--- src/rtl/library_fetch_if.sv ---
// Library read-back bus: the SRAM read port plus the downstream (x, y) stream.
// The engine is the master; the SRAM and the stream consumer sit on the slave side.
interface library_fetch_if;
   logic        o_mem_rd;
   logic [14:0] o_mem_addr;
   logic [9:0]  i_mem_data;
   logic        o_valid;
   logic [4:0]  o_x;
   logic [4:0]  o_y;
   logic        i_ready;

   modport master (
      output o_mem_rd, o_mem_addr, o_valid, o_x, o_y,
      input  i_mem_data, i_ready
   );

   modport slave (
      input  o_mem_rd, o_mem_addr, o_valid, o_x, o_y,
      output i_mem_data, i_ready
   );
endinterface

--- src/rtl/library_fetch.sv ---
// Point-library read-back engine: walks the entries of one slot in order and
// streams the stored (x, y) pairs downstream. Reads go to a 1-cycle SRAM and
// land in a 2-entry FIFO; reads are throttled so that buffered data plus reads
// in flight never exceed the FIFO depth, so backpressure never drops a word.
module library_fetch #(
   parameter int NUM_SLOTS = 26
) (
   input  logic            i_clk,
   input  logic            i_rst_n,
   input  logic            i_start,
   input  logic [4:0]      i_slot,
   input  logic [10:0]     i_len,
   library_fetch_if.master bus,
   output logic            o_busy,
   output logic            o_done,
   output logic            o_err
);

   localparam logic [4:0]  LP_NUM_SLOTS = 5'(NUM_SLOTS);
   localparam logic [10:0] LP_MAX_LEN   = 11'd1024;

   typedef enum logic [1:0] {
      S_IDLE,
      S_FETCH,
      S_DRAIN,
      S_DONE
   } state_t;

   state_t      r_state;
   logic [4:0]  r_slot;
   logic [10:0] r_len;
   logic [9:0]  r_idx;
   logic [10:0] r_issued;
   logic [10:0] r_xfer_cnt;
   logic        r_busy;
   logic        r_done;
   logic        r_err;

   logic [9:0]  r_fifo [2];
   logic        r_wr_ptr;
   logic        r_rd_ptr;
   logic [1:0]  r_count;
   logic        r_inflight;

   logic [10:0] w_len_clamped;
   logic        w_valid;
   logic        w_pop;
   logic [1:0]  w_occ;
   logic        w_issue;
   logic [9:0]  w_head;

   assign w_len_clamped = (i_len > LP_MAX_LEN) ? LP_MAX_LEN : i_len;
   assign w_valid       = (r_count != 2'd0);
   assign w_pop         = w_valid & bus.i_ready;
   // At most one read is ever in flight, so occupancy tops out at 2.
   assign w_occ         = r_count + {1'b0, r_inflight};
   // A pop in the same cycle frees the slot the new read will need.
   assign w_issue       = (r_state == S_FETCH) && (r_issued < r_len) &&
                          ((w_occ < 2'd2) || w_pop);
   assign w_head        = r_fifo[r_rd_ptr];

   assign bus.o_mem_rd   = w_issue;
   assign bus.o_mem_addr = w_issue ? {r_slot, r_idx} : 15'd0;
   assign bus.o_valid    = w_valid;
   assign bus.o_x        = w_valid ? w_head[9:5] : 5'd0;
   assign bus.o_y        = w_valid ? w_head[4:0] : 5'd0;
   assign o_busy         = r_busy;
   assign o_done         = r_done;
   assign o_err          = r_err;

   // Control FSM: accepts requests, counts issued reads and transfers, registers status.
   always_ff @(posedge i_clk or negedge i_rst_n) begin
      if (!i_rst_n) begin
         r_state    <= S_IDLE;
         r_slot     <= 5'd0;
         r_len      <= 11'd0;
         r_idx      <= 10'd0;
         r_issued   <= 11'd0;
         r_xfer_cnt <= 11'd0;
         r_busy     <= 1'b0;
         r_done     <= 1'b0;
         r_err      <= 1'b0;
      end else begin
         // NOTE: non-blocking throughout, so every branch sees the pre-edge
         // counter values and later assignments in this block simply win.
         r_done <= 1'b0;
         r_err  <= 1'b0;
         if (w_issue) begin
            r_idx    <= r_idx + 10'd1;
            r_issued <= r_issued + 11'd1;
         end
         if (w_pop) begin
            r_xfer_cnt <= r_xfer_cnt + 11'd1;
         end
         case (r_state)
            S_IDLE: begin
               if (i_start) begin
                  if (i_slot >= LP_NUM_SLOTS) begin
                     r_err <= 1'b1;
                  end else if (w_len_clamped == 11'd0) begin
                     r_state <= S_DONE;
                     r_busy  <= 1'b1;
                     r_done  <= 1'b1;
                  end else begin
                     r_slot     <= i_slot;
                     r_len      <= w_len_clamped;
                     r_idx      <= 10'd0;
                     r_issued   <= 11'd0;
                     r_xfer_cnt <= 11'd0;
                     r_state    <= S_FETCH;
                     r_busy     <= 1'b1;
                  end
               end
            end
            S_FETCH: begin
               if (w_issue && (r_issued + 11'd1 == r_len)) begin
                  r_state <= S_DRAIN;
               end
            end
            S_DRAIN: begin
               // The final transfer necessarily empties the FIFO, so leaving on
               // that pop keeps done at len+3 cycles after the start edge.
               if (w_pop && (r_xfer_cnt + 11'd1 == r_len)) begin
                  r_state <= S_DONE;
                  r_done  <= 1'b1;
               end
            end
            S_DONE: begin
               r_state <= S_IDLE;
               r_busy  <= 1'b0;
            end
            default: begin
               r_state <= S_IDLE;
               r_busy  <= 1'b0;
            end
         endcase
      end
   end

   // FIFO bookkeeping: in-flight flag, pointers and occupancy; reset drops any pending SRAM word.
   always_ff @(posedge i_clk or negedge i_rst_n) begin
      if (!i_rst_n) begin
         r_inflight <= 1'b0;
         r_wr_ptr   <= 1'b0;
         r_rd_ptr   <= 1'b0;
         r_count    <= 2'd0;
      end else begin
         r_inflight <= w_issue;
         if (r_inflight) begin
            r_wr_ptr <= ~r_wr_ptr;
         end
         if (w_pop) begin
            r_rd_ptr <= ~r_rd_ptr;
         end
         case ({r_inflight, w_pop})
            2'b10:   r_count <= r_count + 2'd1;
            2'b01:   r_count <= r_count - 2'd1;
            default: r_count <= r_count;
         endcase
      end
   end

   // FIFO storage: captures the SRAM word one cycle after its read strobe.
   // NOTE: storage is deliberately not reset; the head is gated by o_valid,
   // so stale contents can never reach the outputs.
   always_ff @(posedge i_clk) begin
      if (r_inflight) begin
         r_fifo[r_wr_ptr] <= bus.i_mem_data;
      end
   end

endmodule

--- src/flat_wrapper.sv ---
// flat-port wrapper written by rule: the top's interface ports become plain ports
module library_fetch_flat 
#(
   parameter int NUM_SLOTS = 26
)
  (i_clk, i_rst_n, i_start, i_slot, i_len, o_busy, o_done, o_err, bus_o_mem_rd, bus_o_mem_addr, bus_o_valid, bus_o_x, bus_o_y, bus_i_mem_data, bus_i_ready);
  library_fetch_if bus_i ();
  input  logic i_clk;
  input  logic i_rst_n;
  input  logic i_start;
  input  logic [4:0] i_slot;
  input  logic [10:0] i_len;
  output logic o_busy;
  output logic o_done;
  output logic o_err;
  output wire logic [$bits(bus_i.o_mem_rd)-1:0] bus_o_mem_rd;
  output wire logic [$bits(bus_i.o_mem_addr)-1:0] bus_o_mem_addr;
  output wire logic [$bits(bus_i.o_valid)-1:0] bus_o_valid;
  output wire logic [$bits(bus_i.o_x)-1:0] bus_o_x;
  output wire logic [$bits(bus_i.o_y)-1:0] bus_o_y;
  input wire logic [$bits(bus_i.i_mem_data)-1:0] bus_i_mem_data;
  input wire logic [$bits(bus_i.i_ready)-1:0] bus_i_ready;
  assign bus_o_mem_rd = bus_i.o_mem_rd;
  assign bus_o_mem_addr = bus_i.o_mem_addr;
  assign bus_o_valid = bus_i.o_valid;
  assign bus_o_x = bus_i.o_x;
  assign bus_o_y = bus_i.o_y;
  assign bus_i.i_mem_data = bus_i_mem_data;
  assign bus_i.i_ready = bus_i_ready;
  library_fetch #(.NUM_SLOTS(NUM_SLOTS)) u_core (.i_clk(i_clk), .i_rst_n(i_rst_n), .i_start(i_start), .i_slot(i_slot), .i_len(i_len), .bus(bus_i), .o_busy(o_busy), .o_done(o_done), .o_err(o_err));
endmodule
--- config.mk ---
export PLATFORM = sky130hd
export DESIGN_NAME = library_fetch_flat
export DESIGN_NICKNAME = d
export VERILOG_FILES = /design/src/rtl/library_fetch_if.sv /design/src/rtl/library_fetch.sv /design/src/flat_wrapper.sv
export SDC_FILE = /design/constraint.sdc
export NUM_CORES = 1
export LEC_CHECK = 0
export ABC_AREA = 1
export BUFFER_PORTS_ARGS = -buffer_cell sky130_fd_sc_hd__buf_2
export CORE_MARGIN = 4
export CORE_UTILIZATION = 40
export DETAILED_ROUTE_END_ITERATION = 8
export PLACE_DENSITY = 0.71
export SLEW_MARGIN = 20
export SYNTH_ARGS = -nofsm -noshare
export SYNTH_HDL_FRONTEND = slang
export SYNTH_SLANG_ARGS = --single-unit
--- constraint.sdc ---
create_clock -name i_clk -period 4.1 [get_ports i_clk]
set_input_delay 0.41 -clock i_clk [delete_from_list [all_inputs] [get_ports i_clk]]
set_output_delay 0.41 -clock i_clk [all_outputs]
set_load 0.005 [all_outputs]
==> results.md, run 1 <==
- Status: finished clean
- Synth Area per Inst: ~7.6 um2
- Max Cap Violations: 0
- Detailed Routing Iterations Pass 1: 7
- Top achievable clock speed: 342 MHz
- Setup TNS after final layout: 0 ns
- CP Data Arrival Time: ~2.5 ns
- Number of synthesis warnings: 0
- Final Hold Fails: 0
- Most frequent cell after synthesis: nand2_1
- Switching power total: around 0.0016 W
- Detail Placement HPWL: roughly 7.9 mm
- Count of distinct cell types in the synthesized netlist: 36
- Cell type contributing the most total cell area after synthesis: dfrtp_1
- Vias per inst: 5.08
- Setup WS pre-CTS: roughly 1.6 ns
- Clock period minus final worst setup slack: between 2 and 3 ns
- Busiest layer in global routing: met2
- Actual slew at the worst max-slew pin: about 0.85 ns
- Depth of the worst register-to-register path: 8
- Overall overflow remaining after global route: 0
- Gate count of the mapped netlist: between 600 and 700
- Placed Cells: ~800
- CTS Buffer Depth: 2
- Share of total power in combinational logic: between 40% and 50%
- Wire length per cell after detailed routing: around 13 um
- # Post-CTS Setup Buffers: 0
- List of most frequent post-synthesis cells: nand2_1, inv_1, nor2_1, dfrtp_1, nand3_1
- Final core occ: 48.1%
- TritonCTS Sinks: roughly 80
- Total Wirelength: between 10 and 15 mm
- Ratio of final minimum period to clock period: 71.3%
- Unrepaired setup endpoints after global routing: false
- Total of flip-flops plus latches after synthesis: 78
- Filler Cells Inserted: about 1100
- All-Layer GR Usage: between 10% and 20%
- Ys flop type: dfrtp_1
- Number of instances resized during post-cts repair: 0
- Post-synthesis cell area: approximately 0.0046 mm2
- Number of global-route vias before repair: between 3000 and 4000
- Largest fanout on the critical path: 27
- Master cell of the clock root buffer: clkbuf_16
- Core area: approximately 0.011 mm2
- Global-route wire length before repair: 18.1 mm
- Die span in y: 115 um
- Number of failing setup endpoints in the final timing report: 0
- Count of placed standard cells in the final layout, fillers left out: slightly above 800
- Met2 capacity usage during global routing: 29.3%
- Starting density of the core: approximately two fifths
- Placer congestion estimate: approximately 0.90
- Met3 usage: under 10%
- Clock edge transition at the registers on the reported setup and hold paths: 0.07 ns
- Post-synthesis sequential area ratio: 44.5%
- PnR worst setup slack: around 1.2 ns
- Worst IR Drop VDD: between 0.0003 and 0.0004 V
- Total of buffers placed on input and output ports: 59
- Post-synth top area share: around a third
- Routed Antenna Nets: 0
- Clock network fraction of total power: between 20% and 30%
- Kind of capture point of the worst setup path: output pin
- Clock insertion delay at the later pin of the skew report: 0.34 ns
- Required time of the critical path: 3.69 ns
- Number of antenna violations at the first check in global routing: 0
- Number of top-level design ports: 60
- Worst slew margin: a little over two fifths
- Leakage dissipation: 2.63 nW
- Drt drc: 0
- WHS: ~0.23 ns
- Initial DRC count: 220
- Number of vias in the routed layout: 4124
- PwrDens: between 700 and 800 mW/mm2
- Worst setup path class: flip-flop to output pin
- Diode count: 0
- Die Footprint: 0.0133 mm2
- Internal power of the cells: around 0.0021 W
- Clock tree from TritonCTS: done
- Cts-stage hold buffer count: 0
- Count of H-tree levels built during CTS: 3
- Net Sw Frac: a little over two fifths
- Async set-reset flop share out of synthesis: about three quarters
- Die span in x: roughly 120 um
- Mapped Nets: approximately 660
- Global-route met1 utilization: 21.6%
- Final max-slew violation count: 0
- Inserted Clock Buffers: 9
- EDFF count, synth: 20
- Proportion of layout cells with a drive suffix above 1: ~14%
- Std cell rows: 38
- Largest net degree at the start of global routing: 59
- Worst hold path class: primary input to asynchronous set/reset pin
- Max Clock Skew: roughly 0.008 ns
- Startpoint type of the worst setup path: flip-flop
- Layout-stage area growth over the synthesis result: 15.8%
- Nets: between 700 and 800
- Seq pwr share: approximately 35%
- Top post-synthesis cells by area: dfrtp_1, edfxtp_1, nand2_1
-- sequential cells by signal (all words and copies together) (netlist names), 2 cells and up --
name,cells
u_core.r_len,11
u_core.r_slot,5
u_core.r_idx,10
u_core.r_fifo,20
u_core.r_count,2
u_core.r_state,2
u_core.r_xfer_cnt,11
u_core.r_issued,11
-- layout make-up --
class                           instances  area [um2]  area share [%]
Clock buffer                            9         225            4.22
Clock inverter                          7        88.8            1.67
Inverter                               93         349            6.54
Multi-Input combinational cell        424        2130            40.0
Sequential cell                        78        2050            38.5
Tap cell                              140         175            3.28
Timing Repair Buffer                   61         310            5.82
-- placed cells by master (no fill, tap or decap), types with 20 or more instances in the layout --
cell type  Yosys  routed
dfrtp_1       58      58
nand3_1       53      53
buf_2          7      59
nor2_1        67      67
inv_1         88      88
o21ai_0       44      44
edfxtp_1      20      20
nand2_1      155     155
ha_1          20      20
a21oi_1       32      32
-- per-layer routing --
metal	part of all wire, %	up-vias
li1	-	2080
met1	44	1913
met2	49	114
met3	5.0	17
met4	1.6	0
met5	0	-
-- through the flow --
step,area [um2],power [W]
floorplan,4610,0.00249
global route,5330,0.00414
global placement,5020,0.00288
detailed placement,5020,0.00294
CTS,5330,0.00381
finish,5330,0.00379
-- power groups by stage --
stage	clock [W]	sequential, W	combinational [W]
6_report	0.000839	0.00131	0.00164
5_1_grt	0.000889	0.00135	0.00190
4_1_cts	0.000857	0.00131	0.00165
3_5_place_dp	0	0.00132	0.00163
3_3_place_gp	0	0.00131	0.00157
2_1_floorplan	0	0.00124	0.00125
-- final timing paths --
check                                  start                  end  slack (ns)
max reg2reg                u_core.r_state[0]      u_core.r_len[8]        1.63
max                         u_core.r_len[10]         bus_o_mem_rd        1.18
min reg2reg                  u_core.r_wr_ptr      u_core.r_wr_ptr        0.49
max in group asynchronous            i_rst_n   u_core.r_issued[6]        3.38
min                                  i_rst_n        u_core.o_done        0.23
min in group i_clk         bus_i_mem_data[0]  u_core.r_fifo[0][0]        0.27
-- kinds of logic after synthesis --
logic type | synth area share (%)
DFF | 44.5
AOI/OAI and AO/OA | 9.89
and+or+nand+nor | 29.2
buffers and inverters | 9.15
adders and majority gates | 5.43
xor gates and xnor gates | 1.82
-- worst max-delay path, cell delays in order, from the launching register on --
cell and delay, ns:
dfrtp_1 0.40, inv_1 0.15, ha_1 0.27, nand2_1 0.07, inv_1 0.03, nor2_1 0.09
nand2_1 0.07, nor2_2 0.14, nand3_4 0.27, inv_1 0.27, buf_4 0.25, buf_2 0.15
(Power assumes the default switching activity.)
==> run 2, diff against run 1 <==
--- a/config.mk
+++ b/config.mk
@@ -5,12 +5,12 @@
 export SDC_FILE = /design/constraint.sdc
 export NUM_CORES = 1
 export LEC_CHECK = 0
-export ABC_AREA = 1
+export ABC_AREA = 0
 export BUFFER_PORTS_ARGS = -buffer_cell sky130_fd_sc_hd__buf_2
 export CORE_MARGIN = 4
 export CORE_UTILIZATION = 40
 export DETAILED_ROUTE_END_ITERATION = 8
-export PLACE_DENSITY = 0.71
+export PLACE_DENSITY = 0.73
 export SLEW_MARGIN = 20
 export SYNTH_ARGS = -nofsm -noshare
 export SYNTH_HDL_FRONTEND = slang
==> constraint.sdc (replaced) <==
create_clock -name i_clk -period 2.45 [get_ports i_clk]
set_input_delay 0.245 -clock i_clk [delete_from_list [all_inputs] [get_ports i_clk]]
set_output_delay 0.245 -clock i_clk [all_outputs]
set_load 0.005 [all_outputs]
==> run 2 against run 1 <==
Effect of this change:
- the flow now finishes with violations (setup timing)
- register-to-register slack got worse by 1.7 ns
- clock skew decreased by 0.00051 ns
- critical path depth decreased by 2
- die area decreased by 2.6%
- power decreased by 14%
- synthesized area decreased by 2.8%
- combinational power decreased by 60%
- hold slack got worse by 0.16 ns
- sequential cell count unchanged
- synthesized cell count decreased by 25%
- critical path type unchanged
- largest power group is now registers
==> results.md, run 2 <==
- Gate count of the mapped netlist: between 400 and 500
- WHS: about 0.065 ns
- Vias per inst: 5.17
- Switching power total: roughly 0.001 W
- Kind of capture point of the worst setup path: output pin
- Detailed Routing Iterations Pass 1: 4
- Status: finished with violations
- Async set-reset flop share out of synthesis: 74.4%
- Largest fanout on the critical path: 5
- Clock network fraction of total power: roughly 31%
- Diode count: 0
- Number of global-route vias before repair: 3565
- Actual slew at the worst max-slew pin: 0.860 ns
- Number of vias in the routed layout: between 3000 and 4000
- CP max stage delay: roughly 0.41 ns
- Post-synthesis sequential area ratio: a little under half
- Core area: 0.0109 mm2
- Worst slew margin: 42.3%
- Leakage dissipation: approximately 2.5 nW
- Violations in the final reports: setup timing
- Layout-stage area growth over the synthesis result: 22.8%
- Initial DRC count: between 100 and 150
- Flip-flop count of the largest register, all copies and words added: 20
- Mapped Nets: ~510
- Top achievable clock speed: a little under 400 MHz
- Worst hold path class: primary input to flip-flop
- Internal power of the cells: ~0.0022 W
- Count of distinct cell types in the synthesized netlist: 50
- Filler Cells Inserted: slightly below 1000
- Nets: 594
- Setup WS pre-CTS: between 0.1 and 0.15 ns
- Overall overflow remaining after global route: 0
- Cell type contributing the most total cell area after synthesis: dfrtp_1
- Final Hold Fails: 0
- Proportion of layout cells with a drive suffix above 1: 25.7%
- Placer congestion estimate: about 0.9
- Worst setup path class: flip-flop to output pin
- Std cell rows: 38
- Clock tree from TritonCTS: done
- Net Sw Frac: approximately a third
- Worst IR Drop VDD: roughly 0.00036 V
- Starting density of the core: 41.1%
- Seq pwr share: about half
- Inserted Clock Buffers: 9
- TritonCTS Sinks: 78
- Critical-path cell list: inv_2, ha_4, a211oi_2, nor2_1, o31a_2, nor2_4, buf_6, ha_1, buf_2
- Required time of the critical path: 2.20 ns
- Most frequent cell after synthesis: nor2_1
- EDFF count, synth: 20
- Register containing the most flip-flops in the final layout: u_core.r_fifo
- Setup TNS after final layout: -1.58 ns
- Total of flip-flops plus latches after synthesis: between 70 and 80
- Global-route wire length before repair: 17.5 mm
- Ratio of final minimum period to clock period: 105%
- List of most frequent post-synthesis cells: nor2_1, dfrtp_1, nand2_1, xnor2_1, xor2_1
- Final max-slew violation count: 0
- Die Footprint: ~0.013 mm2
- Most common library cell in the layout ignoring fill and taps: nor2_1
- Number of failing setup endpoints in the final timing report: 19
- Share of total power in combinational logic: between 20% and 30%
- Synth Area per Inst: around 9.8 um2
- Routed Antenna Nets: 0
- Master cell of the clock root buffer: clkbuf_8
- Wire length per cell after detailed routing: 15.4 um
- Top post-synthesis cells by area: dfrtp_1, edfxtp_1, xnor2_1
- Commonest non-fill, non-tap cells in the layout: nor2_1, buf_2, dfrtp_1, nand2_1, xnor2_1
- Post-synth top area share: roughly a third
- Total Wirelength: roughly 11 mm
- PnR worst setup slack: -0.111 ns
- Post-synthesis cell area: 0.00448 mm2
- CP Data Arrival Time: between 2 and 2.5 ns
- Count of H-tree levels built during CTS: 3
- Clock period minus final worst setup slack: approximately 2.6 ns
- Clock edge transition at the registers on the reported setup and hold paths: 0.09 ns
- CTS Buffer Depth: 2
- Number of antenna violations at the first check in global routing: 0
- Startpoint type of the worst setup path: flip-flop
- Number of synthesis warnings: 0
- Max Cap Violations: 0
- Die span in x: 114 um
- Unrepaired setup endpoints after global routing: true
- Drt drc: 0
- Cell with the biggest individual delay on the critical path: dfrtp_1
- Final core occ: between 50% and 60%
- Max Clock Skew: roughly 0.0076 ns
- Post-layout power: between 0.003 and 0.004 W
- PwrDens: 591 mW/mm2
- Die span in y: 114 um
- Detail Placement HPWL: ~7.3 mm
- Largest net degree at the start of global routing: 33
- Number of top-level design ports: 60
- All-Layer GR Usage: ~17%
- Total of buffers placed on input and output ports: between 50 and 60
- Clock insertion delay at the later pin of the skew report: about 0.36 ns
- Ys flop type: dfrtp_1
## run 2: changes by cell type after synthesis, sizes merged, moves of 25 or more
cell,delta
inv,-70
nand2,-115
nand3,-45
o21ai,-25
xnor2,+30
xor2,+26
## run 2: critical path: cells and delay by family, from the launching register on
kind                     cells  cell delay (ns)
adder cells (fa/ha/maj)      2             0.34
AO/OA/AOI/OAI                2             0.59
flip-flops                   1             0.41
AND/OR/NAND/NOR              2             0.27
buffers and inverters        3             0.34
## run 2: logic make-up after synthesis
logic type,share of synthesized area (%)
muxes,3.13
buffers and inverters,3.77
adders and majority gates,5.59
xor gates and xnor gates,12.3
and+or+nand+nor,22.5
AOI/OAI and AO/OA,6.87
DFF,45.8
## run 2: routing by layer
| layer | global-route usage (%) | share of wire, % | up-vias |
|---|---|---|---|
| met5 | 0 | 0 | - |
| met4 | 6.25 | 1.6 | 0 |
| met3 | 3.98 | 5.6 | 15 |
| met2 | 27.3 | 48 | 99 |
| met1 | 22.6 | 45 | 1708 |
| li1 | - | - | 1743 |
## run 2: power by group through the flow
stage / registers, W / logic [W] / clock network, W
6_report: 0.00158 / 0.000654 / 0.00102
4_1_cts: 0.00158 / 0.000660 / 0.00104
3_3_place_gp: 0.00160 / 0.000641 / 0
2_1_floorplan: 0.00148 / 0.000553 / 0
3_5_place_dp: 0.00160 / 0.000656 / 0
5_1_grt: 0.00160 / 0.000722 / 0.00111
## run 2: path summary, 6_finish.rpt
path                       slack, ns               from  cells after the start                  end
min in group asynchronous       0.43            i_rst_n                      2     u_core.r_slot[3]
setup reg to reg               -0.05    u_core.r_len[4]                     12      u_core.r_idx[3]
hold reg to reg                 0.47   u_core.r_slot[2]                      2     u_core.r_slot[2]
setup / recovery               -0.11    u_core.r_len[4]                      9    bus_o_mem_addr[0]
hold / removal                  0.06  bus_i_mem_data[8]                      1  u_core.r_fifo[0][8]
max in group asynchronous       1.43            i_rst_n                      3      u_core.r_rd_ptr
## run 2: area by class of cell
class                   count  area (um2)  area share, %
clock buffers               9         124           2.25
repair buffers             95         643           11.7
multi-input cells         338        2340           42.6
clock inverters             7        81.3           1.48
inverters                  22        82.6           1.50
well taps                 140         175           3.18
flip-flops and latches     78        2050           37.3
## run 2: stage by stage
stage	instances	cell area [um2]
2_1_floorplan	457	4480
3_3_place_gp	650	4990
3_5_place_dp	650	4990
4_1_cts	684	5400
5_1_grt	689	5500
6_report	689	5500
## run 2: what timing repair did
| item | 4_1_cts | 5_1_grt |
|---|---|---|
| setup buffers | 15 | 5 |
| setup endpoints to repair | 16 | 24 |
| pin swaps | 6 | 3 |
| cloned | 2 | 0 |
| hold buffers | 1 | 0 |
| hold endpoints to repair | 26 | 0 |
| resized for setup | 13 | 14 |
